==> config.mk <==
export PLATFORM = sky130hd
export DESIGN_NAME = intr_ctrl
export DESIGN_NICKNAME = d
export VERILOG_FILES = /design/src/rtl/intr_ctrl.sv
export SDC_FILE = /design/constraint.sdc
export NUM_CORES = 1
export LEC_CHECK = 0
export ABC_AREA = 1
export BUFFER_PORTS_ARGS = -buffer_cell sky130_fd_sc_hd__buf_4
export CAP_MARGIN = 20
export CORE_MARGIN = 5
export CORE_UTILIZATION = 30
export CTS_BUF_LIST = sky130_fd_sc_hd__clkbuf_4
export CTS_CLUSTER_DIAMETER = 100
export CTS_CLUSTER_SIZE = 28
export DETAILED_ROUTE_END_ITERATION = 16
export HOLD_SLACK_MARGIN = 0.15
export PLACE_DENSITY = 0.6
export RECOVER_POWER = 50
export SLEW_MARGIN = 20
export SYNTH_ARGS = -nofsm -noshare
export SYNTH_HDL_FRONTEND = slang
export SYNTH_SLANG_ARGS = --single-unit
export TNS_END_PERCENT = 5
==> constraint.sdc <==
create_clock -name clk -period 1.6 [get_ports clk]
set_clock_uncertainty 0.15 [all_clocks]
set_input_delay 0.16 -clock clk [delete_from_list [all_inputs] [get_ports clk]]
set_output_delay 0.16 -clock clk [all_outputs]
set_load 0.02 [all_outputs]
==> src/rtl/intr_ctrl.sv <==
// Prioritised edge-triggered interrupt controller with a single-bit irq to the core and a 12-bit ISR vector.
// Define INTC_NEST_EN to enable nested (preemptive) servicing with one in-service bit per source.
module intr_ctrl #(
  parameter int          N_SRC     = 8,
  parameter logic [11:0] VEC_BASE  = 12'hFF0,
  parameter int          VEC_SHIFT = 1
) (
  input  logic             clk,
  input  logic             reset,
  input  logic [N_SRC-1:0] irq_src,
  input  logic             mask_wr,
  input  logic [N_SRC-1:0] mask_data,
  input  logic             ack,
  input  logic             eoi,
  output logic             irq,
  output logic [11:0]      vector,
  output logic [2:0]       active_id,
  output logic [N_SRC-1:0] pending,
  output logic             in_service
);

  typedef enum logic [1:0] {IDLE, REQ, SERVICE} state_t;

  state_t           state_q, state_d;
  logic [N_SRC-1:0] src_q, src_d;
  logic [N_SRC-1:0] pending_q, pending_d;
  logic [N_SRC-1:0] mask_q, mask_d;
  logic             irq_q, irq_d;
  logic [11:0]      vector_q, vector_d;
  logic [2:0]       active_id_q, active_id_d;
  logic [N_SRC-1:0] clr;
  logic [N_SRC-1:0] req_vec;
`ifdef INTC_NEST_EN
  logic [N_SRC-1:0] isr_bits_q, isr_bits_d;
  logic [N_SRC-1:0] isr_rem;
  logic [N_SRC-1:0] preempt;
`else
  logic             in_service_q, in_service_d;
`endif

  // Lowest set index wins; an all-zero input returns 0 and is never used as a winner.
  function automatic logic [2:0] lowest(input logic [N_SRC-1:0] v);
    lowest = '0;
    for (int i = N_SRC - 1; i >= 0; i--) begin
      if (v[i]) lowest = 3'(i);
    end
  endfunction

  function automatic logic [N_SRC-1:0] onehot(input logic [2:0] id);
    onehot = '0;
    for (int i = 0; i < N_SRC; i++) begin
      if (3'(i) == id) onehot[i] = 1'b1;
    end
  endfunction

  function automatic logic [11:0] vec_of(input logic [2:0] id);
    vec_of = VEC_BASE + (12'(id) << VEC_SHIFT);
  endfunction

  always_comb begin
    state_d     = state_q;
    src_d       = irq_src;
    mask_d      = mask_wr ? mask_data : mask_q;
    irq_d       = irq_q;
    vector_d    = vector_q;
    active_id_d = active_id_q;
    clr         = '0;
    req_vec     = pending_q & mask_q;
`ifdef INTC_NEST_EN
    isr_bits_d  = isr_bits_q;
    isr_rem     = isr_bits_q & ~onehot(lowest(isr_bits_q));
    // Only sources strictly below the highest-priority in-service source may preempt.
    preempt     = req_vec & (onehot(lowest(isr_bits_q)) - 1'b1);
`else
    in_service_d = in_service_q;
`endif
    case (state_q)
      IDLE: begin
        if (|req_vec) begin
          active_id_d = lowest(req_vec);
          vector_d    = vec_of(lowest(req_vec));
          irq_d       = 1'b1;
          state_d     = REQ;
        end
      end
      REQ: begin
        if (ack) begin
          clr     = onehot(active_id_q);
          irq_d   = 1'b0;
          state_d = SERVICE;
`ifdef INTC_NEST_EN
          isr_bits_d = isr_bits_q | onehot(active_id_q);
`else
          in_service_d = 1'b1;
`endif
        end else if (!(|(mask_q & onehot(active_id_q)))) begin
          irq_d   = 1'b0;
          state_d = IDLE;
`ifdef INTC_NEST_EN
          if (|isr_bits_q) begin
            state_d     = SERVICE;
            active_id_d = lowest(isr_bits_q);
            vector_d    = vec_of(lowest(isr_bits_q));
          end
`endif
        end
      end
      SERVICE: begin
`ifdef INTC_NEST_EN
        if (eoi) begin
          isr_bits_d = isr_rem;
          if (|isr_rem) begin
            active_id_d = lowest(isr_rem);
            vector_d    = vec_of(lowest(isr_rem));
          end else begin
            state_d = IDLE;
          end
        end else if (|preempt) begin
          active_id_d = lowest(preempt);
          vector_d    = vec_of(lowest(preempt));
          irq_d       = 1'b1;
          state_d     = REQ;
        end
`else
        if (eoi) begin
          in_service_d = 1'b0;
          state_d      = IDLE;
        end
`endif
      end
      default: state_d = IDLE;
    endcase
    // A new edge on the bit being acknowledged keeps it pending.
    pending_d = (pending_q & ~clr) | (irq_src & ~src_q);
  end

  always_ff @(posedge clk) begin
    if (reset) begin
      state_q     <= IDLE;
      src_q       <= '0;
      pending_q   <= '0;
      mask_q      <= '0;
      irq_q       <= 1'b0;
      vector_q    <= '0;
      active_id_q <= '0;
`ifdef INTC_NEST_EN
      isr_bits_q  <= '0;
`else
      in_service_q <= 1'b0;
`endif
    end else begin
      state_q     <= state_d;
      src_q       <= src_d;
      pending_q   <= pending_d;
      mask_q      <= mask_d;
      irq_q       <= irq_d;
      vector_q    <= vector_d;
      active_id_q <= active_id_d;
`ifdef INTC_NEST_EN
      isr_bits_q  <= isr_bits_d;
`else
      in_service_q <= in_service_d;
`endif
    end
  end

  assign irq       = irq_q;
  assign vector    = vector_q;
  assign active_id = active_id_q;
  assign pending   = pending_q;
`ifdef INTC_NEST_EN
  assign in_service = |isr_bits_q;
`else
  assign in_service = in_service_q;
`endif

endmodule

==> results of run 1 <==
layer usage:
layer | wire, µm | share of wire [%] | up-vias
met3 | 226 | 6.2 | 7
met2 | 1710 | 47 | 40
li1 | - | - | 740
met4 | 74 | 2.0 | 0
met5 | 0 | 0 | -
met1 | 1650 | 45 | 632
state kept, by name, indices dropped and copies added (netlist names):
register	flops
irq	1
in_service	1
pending	8
active_id	2
src_q	8
vector	2
mask_q	8
state_q	2
timing repair:
action | 4_1_cts | 5_1_grt
hold buffers | 30 | 0
setup endpoints to repair | 0 | 10
buffers inserted | 0 | 1
gates resized for setup | 0 | 5
endpoints found under the hold margin | 30 | 0
worst register-to-register path, stage by stage (launching register included):
cell and delay (ns):
dfxtp_1 0.34, inv_1 0.13, nand3_4 0.14, a21oi_1 0.16
dlygate4sd3_1 0.55
path summary, 6_finish.rpt:
path,endpoint,startpoint,slack [ns]
setup reg to reg,state_q[1]$_SDFFE_PP0P_,state_q[1]$_SDFFE_PP0P_,0.07
hold / removal,pending[2]$_SDFF_PP0_,src_q[2]$_SDFF_PP0_,0.27
hold reg to reg,pending[2]$_SDFF_PP0_,src_q[2]$_SDFF_PP0_,0.27
setup / recovery,state_q[1]$_SDFFE_PP0P_,ack,0.06
cells in the final DEF, fill, tap and decap left out, types with 4 or more instances in the layout:
| master | count |
|---|---|
| a21oi_1 | 5 |
| clkbuf_4 | 7 |
| o22ai_1 | 7 |
| o41ai_1 | 5 |
| buf_4 | 40 |
| o21ai_0 | 15 |
| clkbuf_1 | 13 |
| dfxtp_1 | 28 |
| dfxtp_2 | 4 |
| nand2_1 | 37 |
| dlygate4sd3_1 | 30 |
| inv_1 | 15 |
| nand3_1 | 5 |
| nor2_1 | 25 |
| nand4_1 | 6 |
area by class of cell:
class	count	area share [%]
clock buffers	7	2.54
clock inverters	1	0.181
inverters	19	3.57
multi-input cells	115	27.8
flip-flops and latches	32	31.2
well taps	54	3.27
repair buffers	83	31.4
power breakdown:
part / internal, mW / leakage, nW / switching (mW)
clock: 0.203 / 0.0338 / 0.255
sequential: 0.876 / 0.267 / 0.0987
combinational: 0.280 / 0.693 / 0.343
cells by family after synthesis:
group,Yosys count
buffers and inverters,36
other,1
AO/OA/AOI/OAI,37
flip-flops,32
AND/OR/NAND/NOR,77
==> impl_metrics.yaml, run 1 <==
floorplanning:
  dieArea_um2: 6180
  num_rows: 25
  io_pins: 46
  coreArea_um2: 4660
  die_h_um: 78.6
  start_util_pct: 30.3
  die_w_um: 78.6
timing:
  rsz0062_at_grt: "no"
  finalCritPeriodShare_pct: 96.0
  fmax_ghz: 0.651
  setup_viol_count_final: 0
  hold_ws_ns: 0.274
  setup_ws_ns: 0.0641
  finalHoldViolations: 0
  period_needed_ns: 1.54
  maxSlewViolCount: 0
  fin_tns_setup_ns: 0
worst_setup_path:
  crit_arrival_ns: 1.60
  crit_chain: "dlygate4sd3_1 -> buf_4 -> nand3_4 -> a21oi_1 -> dlygate4sd3_1"
  path_depth: 5
  path_class: "in -> reg"
  cpPeakStageDelay_ns: 0.55
  cp_max_fo: 10
  r2r_cells: 4
  critPathBufInv: 3
  crit_path_end_kind: "register"
  critPathTopFamily: "buffers and inverters"
  crit_path_frequent_cell: "dlygate4sd3_1"
  worst_setup_path_start_kind: "primary input"
  cp_data_required_time_ns: 1.67
  critPathSlowestCell: "dlygate4sd3_1"
clock_tree:
  ctsLongestPathBuffers: 2
  cts_tree: "done"
  cts.sinks: 32
  htree_num_levels: 2
  insertion_delay_ns: 0.32
  numCtsBuffers: 5
  clkTransAtPathRegs_ns: 0.09
  root_buffer: "clkbuf_4"
pwr:
  vdd_drop_max_uv: 465
  power_density_nw_per_um2: 993
  p_leak_nw: 0.994
  finalPower_mw: 2.05
cells_and_area:
  drive_gt1_share_pct: 22.6
  final_core_utilization_pct: 44.4
  n_fill_cell: 474
  finalNetCount: 277
  multiInputGateArea_um2: 576
  num_antenna_cells: 0
  fin_cells: 311
  stdcell_area_um2: 2070
  area_delta_synth_final_pct: 46.4
  seq_area_um2: 646
drt:
  drt_iter0_markers: 111
  routedWlPerCell_um: 11.8
  vias_per_cell: 4.56
  ant_nets: 0
  dr.pass1.iters: 4
  wl_um: 3670
  via_count: 1419
  drc: 0
synth:
  ys_seq_area_share_pct: 45.3
  synth_cell_types: 27
  yosys.area_share.simple_pct: 23.8
  synth_common_cells: "37 x nand2_1, 32 x dfxtp_1, 25 x nor2_1"
  synth_top_family_by_area: "simple AND/OR/NAND/NOR gates"
  async_reset_ff_share_pct: 0
  synth_most_common_cell: "nand2_1"
  synthMuxAreaShare_pct: 0
  ys_ff_latch: 32
  synth_edf_count: 0
  synth_xor_xnor_area_share_pct: 0
  synth_top_area_cell: "dfxtp_1"
  ys.flop_type: "dfxtp_1"
  yosys.area_share.adder_pct: 0
  synth_cells: 183
  synth_area_um2: 1410
  avgSynthCellArea_um2: 7.72
  synth_nets: 204
  synth_top_area_share_pct: 45.3
  synth_warnings: 0
  synthTopCellsByArea: "dfxtp_1 45%, nand2_1 9.8%, nor2_1 6.6%"
  synth-compound-area-share_pct: 16.1
grt:
  antenna_found_initial: 0
  met1_usage_pct: 14.9
  grt_max_degree: 17
  top_usage_layer: "met2"
  grt_pass1_wl_um: 6080
  grtUsageTotal_pct: 12.5
  grt_pass1_vias: 1330
  use_met2_pct: 20.0
  globalRouteOverflowTotal: 0
  met3_usage_pct: 3.56
placement:
  dp_cells: 272
  place_congestion: 0.858
  place_area_um2: 1740
  post-place-ws_ns: 0.0319
  port-buffer-count: 44
  dpl.hpwl_um: 2650
job:
  maxCapViolCount: 0
min_path:
  hp-class: "reg -> reg"
  hold_depth: 1
status:
  status: "finished clean"
No activity file was read; power rests on OpenSTA's default activity.
==> inputs of run 2 (changes only) <==
ABC_AREA = default   (was 1)
==> impl_metrics.yaml, run 2 <==
status:
  status: "finished clean"
worst_setup_path:
  crit_chain: "a22o_4 -> o41ai_4 -> nand3b_1 -> o31ai_1"
  critPathSlowestCell: "o41ai_4"
  cp_max_fo: 6
  rrSetupSlack_ns: 0.03
  crit_start: "mask_q[2]$_SDFFE_PP0P_"
  r2r_cells: 4
  cpPeakStageDelay_ns: 0.48
  crit_path_end_kind: "register"
  r2r-start: "mask_q[2]$_SDFFE_PP0P_"
  worst_setup_path_start_kind: "register"
  path_class: "reg -> reg"
  reg2reg_to: "active_id[0]$_SDFFE_PP0P_"
  cp_data_required_time_ns: 1.70
  worstSetupEndpoint: "active_id[0]$_SDFFE_PP0P_"
  crit_arrival_ns: 1.67
clock_tree:
  clkTransAtPathRegs_ns: 0.11
  post_cts_buffers: 0
  ctsLongestPathBuffers: 2
  cts_tree: "done"
  insertion_delay_ns: 0.34
  numCtsBuffers: 5
  htree_num_levels: 2
  cts.sinks: 32
  root_buffer: "clkbuf_4"
timing:
  setup_viol_count_final: 0
  rsz0062_at_grt: "yes"
  maxSlewViolCount: 0
  fmax_ghz: 0.636
  setup_ws_ns: 0.0279
  period_needed_ns: 1.57
  finalCritPeriodShare_pct: 98.3
  finalHoldViolations: 0
synth:
  synth_area_um2: 1430
  synthMuxAreaShare_pct: 7.01
  synth_warnings: 0
  synth_edf_count: 0
  synth_top_area_share_pct: 44.8
  ys_ff_latch: 32
  synth_top_area_cell: "dfxtp_1"
  synth_cells: 156
  yosys.area_share.simple_pct: 17.3
  synthTopCellsByArea: "dfxtp_1 45%, mux2i_1 7.0%, buf_4 6.3%"
  synth_cell_types: 30
  synth_nets: 177
  synth_xor_xnor_area_share_pct: 0
  synth_common_cells: "32 x dfxtp_1, 14 x a21oi_1, 13 x nor2_1"
  yosys.area_share.adder_pct: 0
  async_reset_ff_share_pct: 0
  ys_seq_area_share_pct: 44.8
  synth-compound-area-share_pct: 21.5
  ys.flop_type: "dfxtp_1"
  synth_most_common_cell: "dfxtp_1"
  avgSynthCellArea_um2: 9.16
  synth_top_family_by_area: "compound AO/OA/AOI/OAI gates"
floorplanning:
  dieArea_um2: 6240
  die_w_um: 79.0
  die_h_um: 79.0
  coreArea_um2: 4660
  num_rows: 25
  start_util_pct: 30.7
  io_pins: 46
cells_and_area:
  mostFrequentLayoutCells: "46 x buf_4, 35 x dlygate4sd3_1, 29 x dfxtp_1"
  finalNetCount: 254
  fin_cells: 288
  drive_gt1_share_pct: 26.1
  num_antenna_cells: 0
  area_delta_synth_final_pct: 54.2
  layout_commonest_cell: "buf_4"
pwr:
  vdd_drop_max_uv: 502
  swShare_pct: 28.9
  power_density_nw_per_um2: 941
  p_switching_mw: 0.599
  p_int_mw: 1.47
  combPwrFrac_pct: 25.2
  pwr-share-clk_pct: 30.3
  p_seq_share_pct: 44.5
  finalPower_mw: 2.07
  p_leak_nw: 0.945
placement:
  post-place-ws_ns: 0.0549
  port-buffer-count: 44
  dpl.hpwl_um: 2550
  dp_cells: 245
  place_congestion: 0.776
grt:
  grt_pass1_vias: 1325
  antenna_found_initial: 0
  grtUsageTotal_pct: 12.9
  grt_max_degree: 34
  grt_pass1_wl_um: 6290
  globalRouteOverflowTotal: 0
drt:
  routedWlPerCell_um: 12.9
  dr.pass1.iters: 4
  wl_um: 3720
  drt_iter0_markers: 98
  drc: 0
  via_count: 1352
  vias_per_cell: 4.69
  ant_nets: 0
job:
  maxCapViolCount: 0
min_path:
  hp-start: "src_q[2]$_SDFF_PP0_"
  hp-class: "reg -> reg"
run 2: worst min-delay path by stage:
stage / end / slack, ns / depth (start not counted)
after floorplan: src_q[7]$_SDFF_PP0_ / 0.08 / 1
after CTS: pending[0]$_SDFF_PP0_ / 0.34 / 2
after detailed placement: src_q[7]$_SDFF_PP0_ / 0.24 / 2
after global routing: pending[2]$_SDFF_PP0_ / 0.35 / 2
after global placement: src_q[5]$_SDFF_PP0_ / 0.23 / 2
final: pending[2]$_SDFF_PP0_ / 0.33 / 2
run 2: layer usage:
metal  wire [µm]  track usage [%]
met1        1810             16.6
met2        1650             20.2
met3         203             4.20
met4          57             4.12
met5           0                0
run 2: area by class of cell:
type                    count  area (µm²)
fillers                   463        2460
well taps                  54        67.6
inverters                   4        15.0
repair buffers             88         729
clock inverters             2        35.0
flip-flops and latches     32         644
multi-input cells         102         667
clock buffers               6        45.0
run 2: power groups by stage:
| stage | Clock (mW) | Combinational (mW) | Sequential (mW) |
|---|---|---|---|
| final | 0.628 | 0.523 | 0.922 |
| after global routing | 0.682 | 0.567 | 0.934 |
| after CTS | 0.649 | 0.534 | 0.920 |
| after detailed placement | 0 | 0.459 | 0.938 |
| after global placement | 0 | 0.458 | 0.936 |
| after floorplan | 0 | 0.266 | 0.964 |
run 2: critical path: cells and delay by family, from the launching register on:
kind,cells,cell delay [ns]
AO/OA/AOI/OAI,3,0.84
flip-flops,1,0.37
AND/OR/NAND/NOR,1,0.12
run 2: cells by family (layout without fill, tap and decap cells):
| group | after synthesis | after routing |
|---|---|---|
| muxes | 10 | 10 |
| and+or+nand+nor | 48 | 48 |
| AOI/OAI and AO/OA | 43 | 43 |
| DFF | 32 | 32 |
| other | 1 | 1 |
| buffers and inverters | 22 | 100 |
run 2: timing repair:
action                     CTS  global route
hold buffers                35             0
gates resized for setup      0             6
setup endpoints to repair    0            15
hold endpoints to repair    30             0
run 2: metrics by stage:
step           hold slack, ns  setup TNS [ns]  area (µm²)  utilization [%]
3_5_place_dp            0.239               0        1780             38.2
4_1_cts                 0.335               0        2210             47.4
3_3_place_gp            0.233               0        1780             38.2
5_1_grt                 0.351          -0.257        2200             47.3
2_1_floorplan          0.0816               0        1430                -
6_report                0.327               0        2200             47.3
==> inputs of run 3 (changes only) <==
PLACE_DENSITY = default   (was 0.6)
PLACE_DENSITY_LB_ADDON = 0.05   (was default)
==> impl_metrics.yaml, run 3 (synthesized netlist as in run 2, its figures left out) <==
pwr:
  finalPower_mw: 1.89
  p_leak_nw: 0.891
  pwr-share-clk_pct: 24.4
  combPwrFrac_pct: 27.4
  swShare_pct: 31.6
  p_switching_mw: 0.597
  vdd_drop_max_uv: 436
  power_density_nw_per_um2: 877
  p_int_mw: 1.29
  p_seq_share_pct: 48.3
grt:
  globalRouteOverflowTotal: 0
  grt_pass1_vias: 1346
  grt_max_degree: 34
  antenna_found_initial: 0
  grtUsageTotal_pct: 13.3
  grt_pass1_wl_um: 6420
cells_and_area:
  seq_area_um2: 641
  mostFrequentLayoutCells: "36 x buf_4, 35 x dlygate4sd3_1, 32 x dfxtp_1"
  finalNetCount: 259
  n_fill_cell: 493
  final_core_utilization_pct: 46.3
  num_antenna_cells: 0
  multiInputGateArea_um2: 664
  layout_commonest_cell: "buf_4"
  drive_gt1_share_pct: 20.1
  area_delta_synth_final_pct: 50.9
placement:
  place_congestion: 0.813
  port-buffer-count: 44
  dpl.hpwl_um: 2810
  post-place-ws_ns: 0.0498
min_path:
  hp-start: "src_q[3]$_SDFF_PP0_"
  hp-class: "reg -> reg"
drt:
  routedWlPerCell_um: 13.5
  drt_iter0_markers: 61
  vias_per_cell: 4.75
  ant_nets: 0
  wl_um: 3940
  via_count: 1392
  drc: 0
  dr.pass1.iters: 4
clock_tree:
  ctsLongestPathBuffers: 2
  insertion_delay_ns: 0.33
  root_buffer: "clkbuf_4"
  numCtsBuffers: 5
  cts.sinks: 32
  clkTransAtPathRegs_ns: 0.10
  cts_tree: "done"
  htree_num_levels: 2
timing:
  period_needed_ns: 1.55
  maxSlewViolCount: 0
  finalCritPeriodShare_pct: 96.7
  setup_ws_ns: 0.0528
  setup_viol_count_final: 0
  rsz0062_at_grt: "yes"
  fmax_ghz: 0.646
  finalHoldViolations: 0
  hold_ws_ns: 0.337
floorplanning:
  dieArea_um2: 6240
  start_util_pct: 30.7
  die_w_um: 79.0
  io_pins: 46
  die_h_um: 79.0
  coreArea_um2: 4660
  num_rows: 25
status:
  status: "finished clean"
worst_setup_path:
  cp_max_fo: 33
  worst_setup_path_start_kind: "primary input"
  path_class: "in -> reg"
  r2r-start: "pending[2]$_SDFF_PP0_"
  crit_arrival_ns: 1.62
  crit_path_end_kind: "register"
  cp_data_required_time_ns: 1.68
  crit_start: "reset"
job:
  maxCapViolCount: 0
[run 3: cell count changes in the layout (fill, tap and decap cells not counted), sizes merged]
| cell | previous run | this run |
|---|---|---|
| clkbuf | 12 | 27 |
| buf | 47 | 37 |
| bufinv | 1 | 0 |
| clkinvlp | 0 | 1 |
[run 3: power by group through the flow]
stage | Sequential, mW | Combinational (mW) | Clock, mW
6_report | 0.912 | 0.518 | 0.460
5_1_grt | 0.924 | 0.564 | 0.516
4_1_cts | 0.915 | 0.556 | 0.486
3_5_place_dp | 0.934 | 0.480 | 0
3_3_place_gp | 0.930 | 0.479 | 0
2_1_floorplan | 0.964 | 0.266 | 0
[run 3: through the flow]
stage / setup TNS [ns] / std cells / area, µm²
global route: -0.0481 / 293 / 2160
finish: 0 / 293 / 2160
detailed placement: 0 / 249 / 1810
floorplan: 0 / 156 / 1430
global placement: 0 / 249 / 1810
CTS: 0 / 292 / 2220
[run 3: layout make-up]
| cell class | count | share of cell area, % |
|---|---|---|
| inverter | 4 | 0.696 |
| multi-input combinational | 102 | 30.8 |
| clock buffer | 6 | 2.09 |
| tap | 54 | 3.13 |
| timing repair buffer | 93 | 33.0 |
| clock inverter | 2 | 0.522 |
| sequential | 32 | 29.7 |
[run 3: final timing paths]
path,to,slack (ns),cells after the start
setup reg to reg,active_id[0]$_SDFFE_PP0P_,0.06,5
setup / recovery,src_q[1]$_SDFF_PP0_,0.05,4
hold / removal,pending[3]$_SDFF_PP0_,0.34,2
hold reg to reg,pending[3]$_SDFF_PP0_,0.34,2
[run 3: per-layer routing]
metal / vias up / global-route usage, % / wire length (µm)
li1: 701 / - / -
met4: 0 / 4.64 / 53
met1: 644 / 15.9 / 1630
met2: 41 / 22.6 / 1960
met5: - / 0 / 0
met3: 6 / 4.20 / 301
[run 3: worst max-delay path: stages]
cell and delay, ns:
dlygate4sd3_1 0.55, buf_6 0.26, nor2b_1 0.08, dlygate4sd3_1 0.56
[run 3: what timing repair did]
action,CTS,global route
hold buffers,35,0
gates resized for setup,0,2
setup endpoints to repair,0,12
hold endpoints to repair,30,0
buffers inserted,0,1
